$ cat src/rtl/band_frame_sched_if.sv
// Purpose: signal bundle between the band frame scheduler, its band averager and the downstream sink.
// Latency: none (wires only).
// Backpressure: out_valid/out_ready handshake on the serialized band stream; averager side has none.
// Ports: start, mag_valid_in, avg_valid_in, avg_in, out_ready flow into the scheduler;
//        index_out, out_data, out_band, out_valid, busy, frame_done, band_miss, overrun flow out of it.
// Modports: slave = scheduler view, master = environment view.
interface band_frame_sched_if #(
  parameter int DATASIZE   = 32,
  parameter int SAMPLE_NUM = 512
);
  localparam int IW = $clog2(SAMPLE_NUM);

  logic                  start;
  logic                  mag_valid_in;
  logic [IW-1:0]         index_out;
  logic [7:0]            avg_valid_in;
  logic [8*DATASIZE-1:0] avg_in;
  logic [DATASIZE-1:0]   out_data;
  logic [2:0]            out_band;
  logic                  out_valid;
  logic                  out_ready;
  logic                  busy;
  logic                  frame_done;
  logic [7:0]            band_miss;
  logic                  overrun;

  modport slave (
    input  start, mag_valid_in, avg_valid_in, avg_in, out_ready,
    output index_out, out_data, out_band, out_valid, busy, frame_done, band_miss, overrun
  );

  modport master (
    output start, mag_valid_in, avg_valid_in, avg_in, out_ready,
    input  index_out, out_data, out_band, out_valid, busy, frame_done, band_miss, overrun
  );
endinterface

$ cat src/rtl/band_frame_sched.sv
// Purpose: steps the averager sample index over one frame, banks the 8 band averages, then serializes them.
// Latency: start -> busy/index_out=0 one cycle later; last sample beat -> band 0 presented one cycle later.
// Backpressure: out_ready low holds out_data/out_band/out_valid; the averager side is never stalled.
// Ports: clk, rst (sync, active-high) plus bus (band_frame_sched_if.slave) carrying the averager
//        index/valid/average signals, the out_* stream and the busy/frame_done/band_miss/overrun status.
module band_frame_sched #(
  parameter int DATASIZE   = 32,
  parameter int SAMPLE_NUM = 512,
  parameter int BANDS      = 8
) (
  input logic               clk,
  input logic               rst,
  band_frame_sched_if.slave bus
);
  localparam int            IW        = $clog2(SAMPLE_NUM);
  localparam logic [IW-1:0] IDX_LAST  = IW'(SAMPLE_NUM - 1);
  localparam logic [IW-1:0] IDX_PEN   = IW'(SAMPLE_NUM - 2);
  localparam logic [2:0]    BAND_LAST = 3'(BANDS - 1);

  typedef enum logic [1:0] {IDLE, RUN, DRAIN} state_t;

  state_t                             state_q, state_d;
  logic [IW-1:0]                      index_q, index_d;
  logic [BANDS-1:0]                   captured_q, captured_d;
  logic [BANDS-1:0][DATASIZE-1:0]     bank_q, bank_d;
  logic [DATASIZE-1:0]                out_data_q, out_data_d;
  logic [2:0]                         out_band_q, out_band_d;
  logic                               out_valid_q, out_valid_d;
  logic                               busy_q, busy_d;
  logic                               frame_done_q, frame_done_d;
  logic [BANDS-1:0]                   band_miss_q, band_miss_d;
  logic                               overrun_q, overrun_d;

  // State and output registers
  always_ff @(posedge clk) begin
    if (rst) begin
      state_q      <= IDLE;
      index_q      <= IDX_LAST;
      captured_q   <= '0;
      bank_q       <= '0;
      out_data_q   <= '0;
      out_band_q   <= '0;
      out_valid_q  <= 1'b0;
      busy_q       <= 1'b0;
      frame_done_q <= 1'b0;
      band_miss_q  <= '0;
      overrun_q    <= 1'b0;
    end else begin
      state_q      <= state_d;
      index_q      <= index_d;
      captured_q   <= captured_d;
      bank_q       <= bank_d;
      out_data_q   <= out_data_d;
      out_band_q   <= out_band_d;
      out_valid_q  <= out_valid_d;
      busy_q       <= busy_d;
      frame_done_q <= frame_done_d;
      band_miss_q  <= band_miss_d;
      overrun_q    <= overrun_d;
    end
  end

  // Next-state logic
  always_comb begin
    state_d = state_q;
    case (state_q)
      IDLE:    if (bus.start) state_d = RUN;
      RUN:     if (bus.mag_valid_in && index_q == IDX_PEN) state_d = DRAIN;
      DRAIN:   if (bus.out_ready && out_band_q == BAND_LAST) state_d = IDLE;
      default: state_d = IDLE;
    endcase
  end

  // Next values of the registered outputs and datapath
  always_comb begin
    index_d      = index_q;
    captured_d   = captured_q;
    bank_d       = bank_q;
    out_data_d   = out_data_q;
    out_band_d   = out_band_q;
    out_valid_d  = out_valid_q;
    frame_done_d = 1'b0;
    band_miss_d  = band_miss_q;
    overrun_d    = overrun_q;

    case (state_q)
      IDLE: begin
        // Parking the index at the last sample keeps the averager cleared.
        index_d     = IDX_LAST;
        out_valid_d = 1'b0;
        if (bus.start) begin
          index_d     = '0;
          captured_d  = '0;
          bank_d      = '0;
          band_miss_d = '0;
          overrun_d   = 1'b0;
        end
      end

      RUN: begin
        if (bus.start) overrun_d = 1'b1;
        // First valid average per band wins; later pulses for that band are dropped.
        for (int i = 0; i < BANDS; i++) begin
          if (bus.avg_valid_in[i] && !captured_q[i]) begin
            bank_d[i]     = bus.avg_in[i*DATASIZE +: DATASIZE];
            captured_d[i] = 1'b1;
          end
        end
        if (bus.mag_valid_in) begin
          if (index_q == IDX_PEN) begin
            // Final beat: captures made this same cycle still count and band 0 goes out next.
            index_d     = IDX_LAST;
            band_miss_d = ~captured_d;
            out_valid_d = 1'b1;
            out_band_d  = '0;
            out_data_d  = bank_d[0];
          end else begin
            index_d = index_q + 1'b1;
          end
        end
      end

      DRAIN: begin
        if (bus.start) overrun_d = 1'b1;
        if (bus.out_ready) begin
          if (out_band_q == BAND_LAST) begin
            out_valid_d  = 1'b0;
            frame_done_d = 1'b1;
          end else begin
            out_band_d = out_band_q + 3'd1;
            out_data_d = bank_q[out_band_q + 3'd1];
          end
        end
      end

      default: begin
        index_d     = IDX_LAST;
        out_valid_d = 1'b0;
      end
    endcase

    busy_d = (state_d != IDLE);
  end

  assign bus.index_out  = index_q;
  assign bus.out_data   = out_data_q;
  assign bus.out_band   = out_band_q;
  assign bus.out_valid  = out_valid_q;
  assign bus.busy       = busy_q;
  assign bus.frame_done = frame_done_q;
  assign bus.band_miss  = band_miss_q;
  assign bus.overrun    = overrun_q;
endmodule
$ cat src/flat_wrapper.sv
// flat-port wrapper written by rule: the top's interface ports become plain ports
module band_frame_sched_flat 
#(
  parameter int DATASIZE   = 32,
  parameter int SAMPLE_NUM = 512,
  parameter int BANDS      = 8
)
  (clk, rst, bus_start, bus_mag_valid_in, bus_avg_valid_in, bus_avg_in, bus_out_ready, bus_index_out, bus_out_data, bus_out_band, bus_out_valid, bus_busy, bus_frame_done, bus_band_miss, bus_overrun);
  band_frame_sched_if #(.DATASIZE(DATASIZE), .SAMPLE_NUM(SAMPLE_NUM)) bus_i ();
  input logic clk;
  input logic rst;
  input wire logic [$bits(bus_i.start)-1:0] bus_start;
  input wire logic [$bits(bus_i.mag_valid_in)-1:0] bus_mag_valid_in;
  input wire logic [$bits(bus_i.avg_valid_in)-1:0] bus_avg_valid_in;
  input wire logic [$bits(bus_i.avg_in)-1:0] bus_avg_in;
  input wire logic [$bits(bus_i.out_ready)-1:0] bus_out_ready;
  output wire logic [$bits(bus_i.index_out)-1:0] bus_index_out;
  output wire logic [$bits(bus_i.out_data)-1:0] bus_out_data;
  output wire logic [$bits(bus_i.out_band)-1:0] bus_out_band;
  output wire logic [$bits(bus_i.out_valid)-1:0] bus_out_valid;
  output wire logic [$bits(bus_i.busy)-1:0] bus_busy;
  output wire logic [$bits(bus_i.frame_done)-1:0] bus_frame_done;
  output wire logic [$bits(bus_i.band_miss)-1:0] bus_band_miss;
  output wire logic [$bits(bus_i.overrun)-1:0] bus_overrun;
  assign bus_i.start = bus_start;
  assign bus_i.mag_valid_in = bus_mag_valid_in;
  assign bus_i.avg_valid_in = bus_avg_valid_in;
  assign bus_i.avg_in = bus_avg_in;
  assign bus_i.out_ready = bus_out_ready;
  assign bus_index_out = bus_i.index_out;
  assign bus_out_data = bus_i.out_data;
  assign bus_out_band = bus_i.out_band;
  assign bus_out_valid = bus_i.out_valid;
  assign bus_busy = bus_i.busy;
  assign bus_frame_done = bus_i.frame_done;
  assign bus_band_miss = bus_i.band_miss;
  assign bus_overrun = bus_i.overrun;
  band_frame_sched #(.DATASIZE(DATASIZE), .SAMPLE_NUM(SAMPLE_NUM), .BANDS(BANDS)) u_core (.clk(clk), .rst(rst), .bus(bus_i));
endmodule
$ cat config.mk
export PLATFORM = sky130hd
export DESIGN_NAME = band_frame_sched_flat
export DESIGN_NICKNAME = d
export VERILOG_FILES = /design/src/rtl/band_frame_sched_if.sv /design/src/rtl/band_frame_sched.sv /design/src/flat_wrapper.sv
export SDC_FILE = /design/constraint.sdc
export NUM_CORES = 1
export LEC_CHECK = 0
export CORE_AREA = 2 2 173 175
export CTS_CLUSTER_DIAMETER = 30
export CTS_CLUSTER_SIZE = 24
export DETAILED_ROUTE_END_ITERATION = 16
export DIE_AREA = 0 0 175 177
export PLACE_DENSITY = 0.86
export SLEW_MARGIN = 0
export SYNTH_ARGS = -nofsm -noshare
export SYNTH_HDL_FRONTEND = slang
export SYNTH_SLANG_ARGS = --single-unit
$ cat constraint.sdc
create_clock -name clk -period 2.3 [get_ports clk]
set_input_delay 0.23 -clock clk [delete_from_list [all_inputs] [get_ports clk]]
set_output_delay 0.23 -clock clk [all_outputs]
set_load 0.005 [all_outputs]
==> metrics.md, run 1 <==
| Metric | Value |
|---|---|
| CP cell instances | `inv_1 > ha_4 > inv_1 > o21ai_4 > nand2_1 > a21oi_1` |
| WL/cell | `22.8 um` |
| Core Region | `29200 um2` |
| Clk buf depth | `3` |
| Crit path DAT | `2.80 ns` |
| Starting Density | `49.9%` |
| Commonest non-fill, non-tap cells in the layout | `clkdlybuf4s50_1 (323), dfxtp_1 (321), a21oi_1 (279)` |
| Footprint of the multi-input gates | `7470 um2` |
| Final worst setup slack | `-0.0142 ns` |
| DRT antenna net count | `0` |
| Fmax | `0.432 GHz` |
| Mapped Nets | `1891` |
| TritonRoute pass-1 iters | `6` |
| Final std cells w/o fill | `2329` |
| Fillers | `2047` |
| CP most frequent cell | `inv_1` |
| Full die area | `31000 um2` |
| Iter 0 DRT Violations | `1680` |
| Crit path required time | `2.79 ns` |
| Hold Fails Final Rpt | `0` |
| CTS tree | `yes` |
| Synth async-reset ratio | `0%` |
| Worst Setup End Kind | `flip-flop` |
| Worst-path cell with the longest stage delay | `o21ai_4` |
| Most used DFF post-synth | `dfxtp_1` |
| PortBufs | `324` |
| Dominant cell type by area after synthesis | `dfxtp_1` |
| Clk_skew | `0.0165 ns` |
| Die width | `175 um` |
| Clock Pin Slew Worst Setup and Hold Paths | `0.05 ns` |
| GRT Total Usage | `32.9%` |
| Rel. slew slack | `29.2%` |
| Grt ovf | `0` |
| Seq. cell area | `6450 um2` |
| Pwr Density | `843 nW/um2` |
| Max Fanout on Critical Path | `32` |
| Comb pwr share | `13.3%` |
| Post-route cell area | `20500 um2` |
| Area grow syn2layout | `40.3%` |
| Final Critical Period | `2.31 ns` |
| Latest clock arrival within the worst-skew pair | `0.56 ns` |
| Synth top area share | `44.1%` |
| Sw frac | `25.6%` |
| CP max stage delay | `0.84 ns` |
| WS Path Type | `flip-flop to flip-flop` |
| Final period util | `101%` |
| Outcome | `finished, violations left` |
| Max-cap violation count | `0` |
| Total Routed Length | `53100 um` |
| Sequential-to-total area share from yosys stat | `44.1%` |
| Yosys cell types | `51` |
| EDFF count, synth | `0` |
| Int Pwr | `12900 uW` |
| Synth Register Bits | `322` |
| Pins Over Slew Limit | `0` |
| Final net count | `2164` |
| CTS Buf Count | `59` |
| Maximum number of pins on one net before global-route repair | `141` |
| Most common cell after layout, fill and taps aside | `clkdlybuf4s50_1` |
| Leak Pwr | `0.00723 uW` |
| Die height | `177 um` |
| DR DRC count | `0` |
| Syn Area/Cell | `9.05 um2` |
| Gp weighted congestion | `0.898` |
| Post-layout total power | `17300 uW` |
| Clock sinks | `322` |
| Synth warn | `0` |
| Failing checks | `setup timing` |
| Via count | `14600` |
| Largest cells by area after synthesis | `dfxtp_1 (44%), mux4_2 (9.9%), a21oi_1 (9.6%), nand3_1 (7.7%), nand2_1 (5.9%)` |
| Layout cells sized above 1 | `15.4%` |
| Gate Count Post-Synth | `1614` |
| Vias in the first global route | `14100` |
| Worst-margin pin slew | `1.06 ns` |
| First-pass GRT wire length | `79800 um` |
| Seq pwr share | `34.4%` |
| Avg Vias per Cell | `6.27` |
| Worst Hold Class | `primary input to flip-flop` |
| FP Rows | `63` |
| Area after DPL | `18300 um2` |
| Setup violators final | `1` |
| CP Launch Type | `flip-flop` |
| Clock power share | `52.4%` |
| Clk root buf | `clkbuf_16` |
| Fin Hold WS | `0.194 ns` |
| RSZ-0062 raised after global routing | `true` |
| Initial antenna violation count | `7` |
| Psw | `4430 uW` |
| H-tree levels | `2` |
| IR drop worst, VDD | `0.553 mV` |
| I/O Pins | `325` |
| Cell area after synthesis | `14600 um2` |
| DP Wirelength | `34200 um` |
| Inst Count DP | `2206` |
==> cell type report <==
| type | count | area share (%) |
|---|---|---|
| multi-input combinational | 1123 | 36.4 |
| sequential | 322 | 31.5 |
| timing repair buffer | 374 | 19.3 |
| clock buffer | 71 | 7.92 |
| tap | 390 | 2.38 |
| clock inverter | 37 | 2.30 |
| inverter | 7 | 0.128 |
| antenna | 5 | 0.0610 |
==> per-stage QoR <==
step           worst slack, ns  setup TNS [ns]  utilization [%]
6_report               -0.0142         -0.0142             70.1
5_1_grt                 -0.114           -1.39             70.1
4_1_cts                0.00656               0             69.8
3_5_place_dp           0.00813               0             62.6
3_3_place_gp            0.0974               0             62.6
2_1_floorplan            0.256               0                -
==> worst max-delay path: cells and delay by family (launching register included) <==
family,cells,cell delay (ns)
buffers and inverters,2,0.35
AO/OA/AOI/OAI,2,1.03
adder cells (fa/ha/maj),1,0.33
AND/OR/NAND/NOR,1,0.17
flip-flops,1,0.33
==> worst paths after layout <==
check | startpoint | end | slack, ns | depth (start not counted)
max | u_core.state_q[1] | u_core.bank_q[35] | -0.01 | 6
min | rst | u_core.bus.overrun | 0.19 | 2
max reg2reg | u_core.state_q[1] | u_core.bank_q[35] | -0.01 | 6
min reg2reg | u_core.bank_q[205] | u_core.bank_q[205] | 0.45 | 2
==> cells by family after synthesis <==
group | synth area share, %
compound gates | 18.8
mux | 12.7
flops | 44.1
simple gates | 18.1
xor+xnor | 0.180
buf+inv | 5.44
fa+ha+maj | 0.685
==> cell usage after synthesis, drive strengths merged (4+ instances only) <==
cell,number
inv,7
nand2,230
a21oi,281
o21a,6
nor2b,8
nor2,52
buf,90
o31ai,34
mux2,33
ha,8
mux2i,4
dfxtp,322
a22oi,37
o21ai,18
mux4,64
nand3,224
a22o,8
clkbuf,73
o211ai,5
nor3,15
a221oi,32
and3,34
==> layer usage <==
metal | track usage [%] | share of wire, % | up-vias | wire length, um
met5 | 0 | 0.043 | - | 23
met2 | 52.0 | 46 | 1040 | 24500
li1 | - | - | 6444 | -
met3 | 7.37 | 11 | 163 | 5860
met4 | 15.3 | 4.4 | 4 | 2360
met1 | 43.1 | 38 | 6946 | 20400
==> power groups by stage <==
| stage | Sequential, uW | Combinational [uW] | Clock [uW] |
|---|---|---|---|
| after floorplan | 5990 | 1140 | 0 |
| after global placement | 6030 | 2170 | 0 |
| after detailed placement | 6040 | 2220 | 0 |
| after CTS | 5930 | 2250 | 9050 |
| after global routing | 5950 | 2410 | 9340 |
| final | 5940 | 2290 | 9050 |
==> what timing repair did <==
item,CTS,global route
gates resized for setup,0,1
cloned,1,0
endpoints found under the setup margin,1,95
hold buffers,0,0
pin swaps,1,4
setup buffers,0,9
hold endpoints to repair,0,0
==> sequential cells by signal, indices dropped and copies added (netlist names) <==
signal	count
u_core.bank_q	256
u_core.bus.band_miss	8
u_core.bus.busy	1
u_core.bus.frame_done	1
u_core.bus.index_out	9
u_core.bus.out_band	3
u_core.bus.out_data	32
u_core.bus.out_valid	1
u_core.bus.overrun	1
u_core.captured_q	8
u_core.state_q	2
(Power assumes the default switching activity.)
==> inputs of run 2 (changes only) <==
--- a/config.mk
+++ b/config.mk
@@ -5,12 +5,12 @@
 export SDC_FILE = /design/constraint.sdc
 export NUM_CORES = 1
 export LEC_CHECK = 0
-export CORE_AREA = 2 2 173 175
+export CORE_AREA = 2 2 245 247
 export CTS_CLUSTER_DIAMETER = 30
 export CTS_CLUSTER_SIZE = 24
 export DETAILED_ROUTE_END_ITERATION = 16
-export DIE_AREA = 0 0 175 177
-export PLACE_DENSITY = 0.86
+export DIE_AREA = 0 0 247 249
+export PLACE_DENSITY = 0.51
 export SLEW_MARGIN = 0
 export SYNTH_ARGS = -nofsm -noshare
 export SYNTH_HDL_FRONTEND = slang
==> metrics.md, run 2 (same netlist as run 1, synthesis figures left out) <==
| Metric | Value |
|---|---|
| Outcome | `complete, no violations (was finished, violations left)` |
| Worst Hold Class | `primary input to flip-flop (unchanged)` |
| Final period util | `95.3% (was 101%)` |
| CP top delay family | `multiplexers (was compound AO/OA/AOI/OAI gates)` |
| Latest clock arrival within the worst-skew pair | `0.61 ns (was 0.56 ns)` |
| PortBufs | `324 (unchanged)` |
| Clk buf depth | `3 (unchanged)` |
| Buf/Inv on CP | `1 (was 2)` |
| Area grow syn2layout | `52.5% (was 40.3%)` |
| Die height | `249 um (was 177 um)` |
| Clock Pin Slew Worst Setup and Hold Paths | `0.04 ns (was 0.05 ns)` |
| Vias in the first global route | `14100 (about the same)` |
| TritonRoute pass-1 iters | `5 (was 6)` |
| First-pass GRT wire length | `91200 um (was 79800 um)` |
| DR DRC count | `0 (unchanged)` |
| Area after DPL | `19000 um2 (was 18300 um2)` |
| R2r setup slk | `0.11 ns (was -0.01 ns)` |
| Iter 0 DRT Violations | `940 (was 1680)` |
| Final Core Density | `38.0% (was 70.1%)` |
| Core Region | `58700 um2 (was 29200 um2)` |
| CTS Buf Count | `88 (was 59)` |
| Post-route cell area | `22300 um2 (was 20500 um2)` |
| Grt ovf | `0 (unchanged)` |
| DRT antenna net count | `0 (unchanged)` |
| Hold EP | `u_core.bank_q[89] (was u_core.bus.overrun)` |
| Clk_skew | `0.0187 ns (was 0.0165 ns)` |
| Die width | `247 um (was 175 um)` |
| Final worst setup slack | `0.108 ns (was -0.0142 ns)` |
| H-tree levels | `3 (was 2)` |
| Worst-path cell with the longest stage delay | `mux4_2 (was o21ai_4)` |
| Hold Fails Final Rpt | `0 (unchanged)` |
| Hold depth | `3 (was 2)` |
| Starting Density | `24.9% (was 49.9%)` |
| IR drop worst, VDD | `0.486 mV (was 0.553 mV)` |
| Total Routed Length | `62800 um (was 53100 um)` |
| Pwr Density | `957 nW/um2 (was 843 nW/um2)` |
| Largest register FFs | `256 (unchanged)` |
| FF-to-FF Start | `u_core.bus.out_band[0] (was u_core.state_q[1])` |
| Most common cell after layout, fill and taps aside | `clkdlybuf4s50_1 (unchanged)` |
| Setup WS pre-CTS | `-0.0300 ns (was 0.00813 ns)` |
| Setup violators final | `0 (was 1)` |
| Gp weighted congestion | `0.814 (was 0.898)` |
| Final Critical Period | `2.19 ns (was 2.31 ns)` |
| Biggest register | `u_core.bank_q (unchanged)` |
| CTS tree | `yes (unchanged)` |
| R2R depth | `6 (unchanged)` |
| Crit path required time | `2.79 ns (about the same)` |
| Clk root buf | `clkbuf_16 (unchanged)` |
| WL/cell | `22.5 um (was 22.8 um)` |
| WS Path Type | `flip-flop to flip-flop (unchanged)` |
| Max-cap violation count | `0 (unchanged)` |
| Worst-margin pin slew | `1.05 ns (was 1.06 ns)` |
| Hold_sp | `bus_avg_in[89] (was rst)` |
| Commonest non-fill, non-tap cells in the layout | `clkdlybuf4s50_1 (322), dfxtp_1 (321), a21oi_1 (279) (was clkdlybuf4s50_1 (323), dfxtp_1 (321), a21oi_1 (279))` |
| CP Launch Type | `flip-flop (unchanged)` |
| Fillers | `5798 (was 2047)` |
| Pins Over Slew Limit | `0 (unchanged)` |
| Rel. slew slack | `29.5% (was 29.2%)` |
| Leak Pwr | `0.00789 uW (was 0.00723 uW)` |
| Crit path DAT | `2.68 ns (was 2.80 ns)` |
| Maximum number of pins on one net before global-route repair | `110 (was 141)` |
| Seq. cell area | `6450 um2 (unchanged)` |
| Fin Hold WS | `0.201 ns (was 0.194 ns)` |
| Via count | `14000 (was 14600)` |
| FP Rows | `89 (was 63)` |
| Avg Vias per Cell | `5.04 (was 6.27)` |
| CP max stage delay | `0.58 ns (was 0.84 ns)` |
| Fmax | `0.456 GHz (was 0.432 GHz)` |
| Worst Setup End Kind | `flip-flop (unchanged)` |
| I/O Pins | `325 (unchanged)` |
| Initial antenna violation count | `14 (was 7)` |
| Layout cells sized above 1 | `18.4% (was 15.4%)` |
| Final net count | `2213 (was 2164)` |
| CP cell instances | `ha_4 > buf_12 > mux4_2 > and3_1 > a221oi_2 > a21oi_1 (was inv_1 > ha_4 > inv_1 > o21ai_4 > nand2_1 > a21oi_1)` |
| GRT Total Usage | `19.7% (was 32.9%)` |
| RSZ-0062 raised after global routing | `false (was true)` |
| DP Wirelength | `42100 um (was 34200 um)` |
| Clock sinks | `322 (unchanged)` |
| Full die area | `61500 um2 (was 31000 um2)` |
| Max Fanout on Critical Path | `14 (was 32)` |
| Footprint of the multi-input gates | `7520 um2 (was 7470 um2)` |
| Reg2reg end | `u_core.bus.out_data[19] (was u_core.bank_q[35])` |
==> run 2: changes by cell type in the layout (fill, tap and decap cells not counted), sizes merged <==
| cell | change |
|---|---|
| a21oi | +1 |
| buf | +17 |
| bufinv | +7 |
| clkbuf | +40 |
| clkdlybuf4s50 | -1 |
| clkinv | +14 |
| clkinvlp | -6 |
| dlygate4sd2 | +1 |
| dlygate4sd3 | +1 |
| inv | -1 |
==> run 2: per-stage QoR <==
stage,total power (uW),cells,setup TNS [ns]
floorplan,7140,1614,0
global placement,8450,2611,0
detailed placement,8480,2611,-0.128
CTS,21500,2774,0
global route,22000,2783,0
finish,21300,2785,0
==> run 2: timing repair <==
item,4_1_cts,5_1_grt
pin swaps,1,1
gates cloned,1,3
hold buffers,1,0
setup endpoints to repair,8,36
endpoints found under the hold margin,10,0
gates resized for setup,3,5
buffers inserted,0,3
==> run 2: worst max-delay path by stage <==
stage	start	endpoint	slack, ns	depth (start not counted)
after detailed placement	u_core.bus.out_band[0]	u_core.bus.out_data[2]	-0.03	5
after global routing	u_core.state_q[1]	u_core.bank_q[100]	0.01	8
after global placement	u_core.bus.out_band[0]	u_core.bus.out_data[4]	0.005	5
after CTS	u_core.bus.out_band[0]	u_core.bus.out_data[9]	0.04	6
final	u_core.bus.out_band[0]	u_core.bus.out_data[19]	0.11	6
after floorplan	u_core.bus.out_band[0]	u_core.bus.out_data[31]	0.26	7
==> run 2: tightest hold or removal path: stages <==
cell and delay (ns):
clkdlybuf4s50_1 0.40, nand3_1 0.08, a21oi_1 0.06
==> run 2: layer usage <==
layer | wire length, um | part of all wire, % | GRT usage [%] | vias up
met5 | 120 | 0.19 | 0 | -
met4 | 1860 | 3.0 | 7.90 | 18
met3 | 5010 | 8.0 | 5.58 | 112
met2 | 28200 | 45 | 29.9 | 501
met1 | 27500 | 44 | 26.3 | 6854
li1 | - | - | - | 6562
==> run 2: cell type report <==
cell class	instances	share of cell area [%]
Multi-Input combinational cell	1124	33.8
Sequential cell	322	29.0
Tap cell	773	4.34
Antenna cell	5	0.0562
Timing Repair Buffer	393	18.6
Inverter	7	0.118
Clock buffer	110	10.8
Clock inverter	51	3.27
==> run 2: power breakdown <==
| part | internal (uW) | leakage [uW] | total, uW | switching, uW |
|---|---|---|---|---|
| clock | 9170 | 0.00155 | 12900 | 3740 |
| combinational | 1080 | 0.00374 | 2450 | 1370 |
| sequential | 5800 | 0.00261 | 5950 | 145 |
| total | 16100 | 0.00789 | 21300 | 5250 |
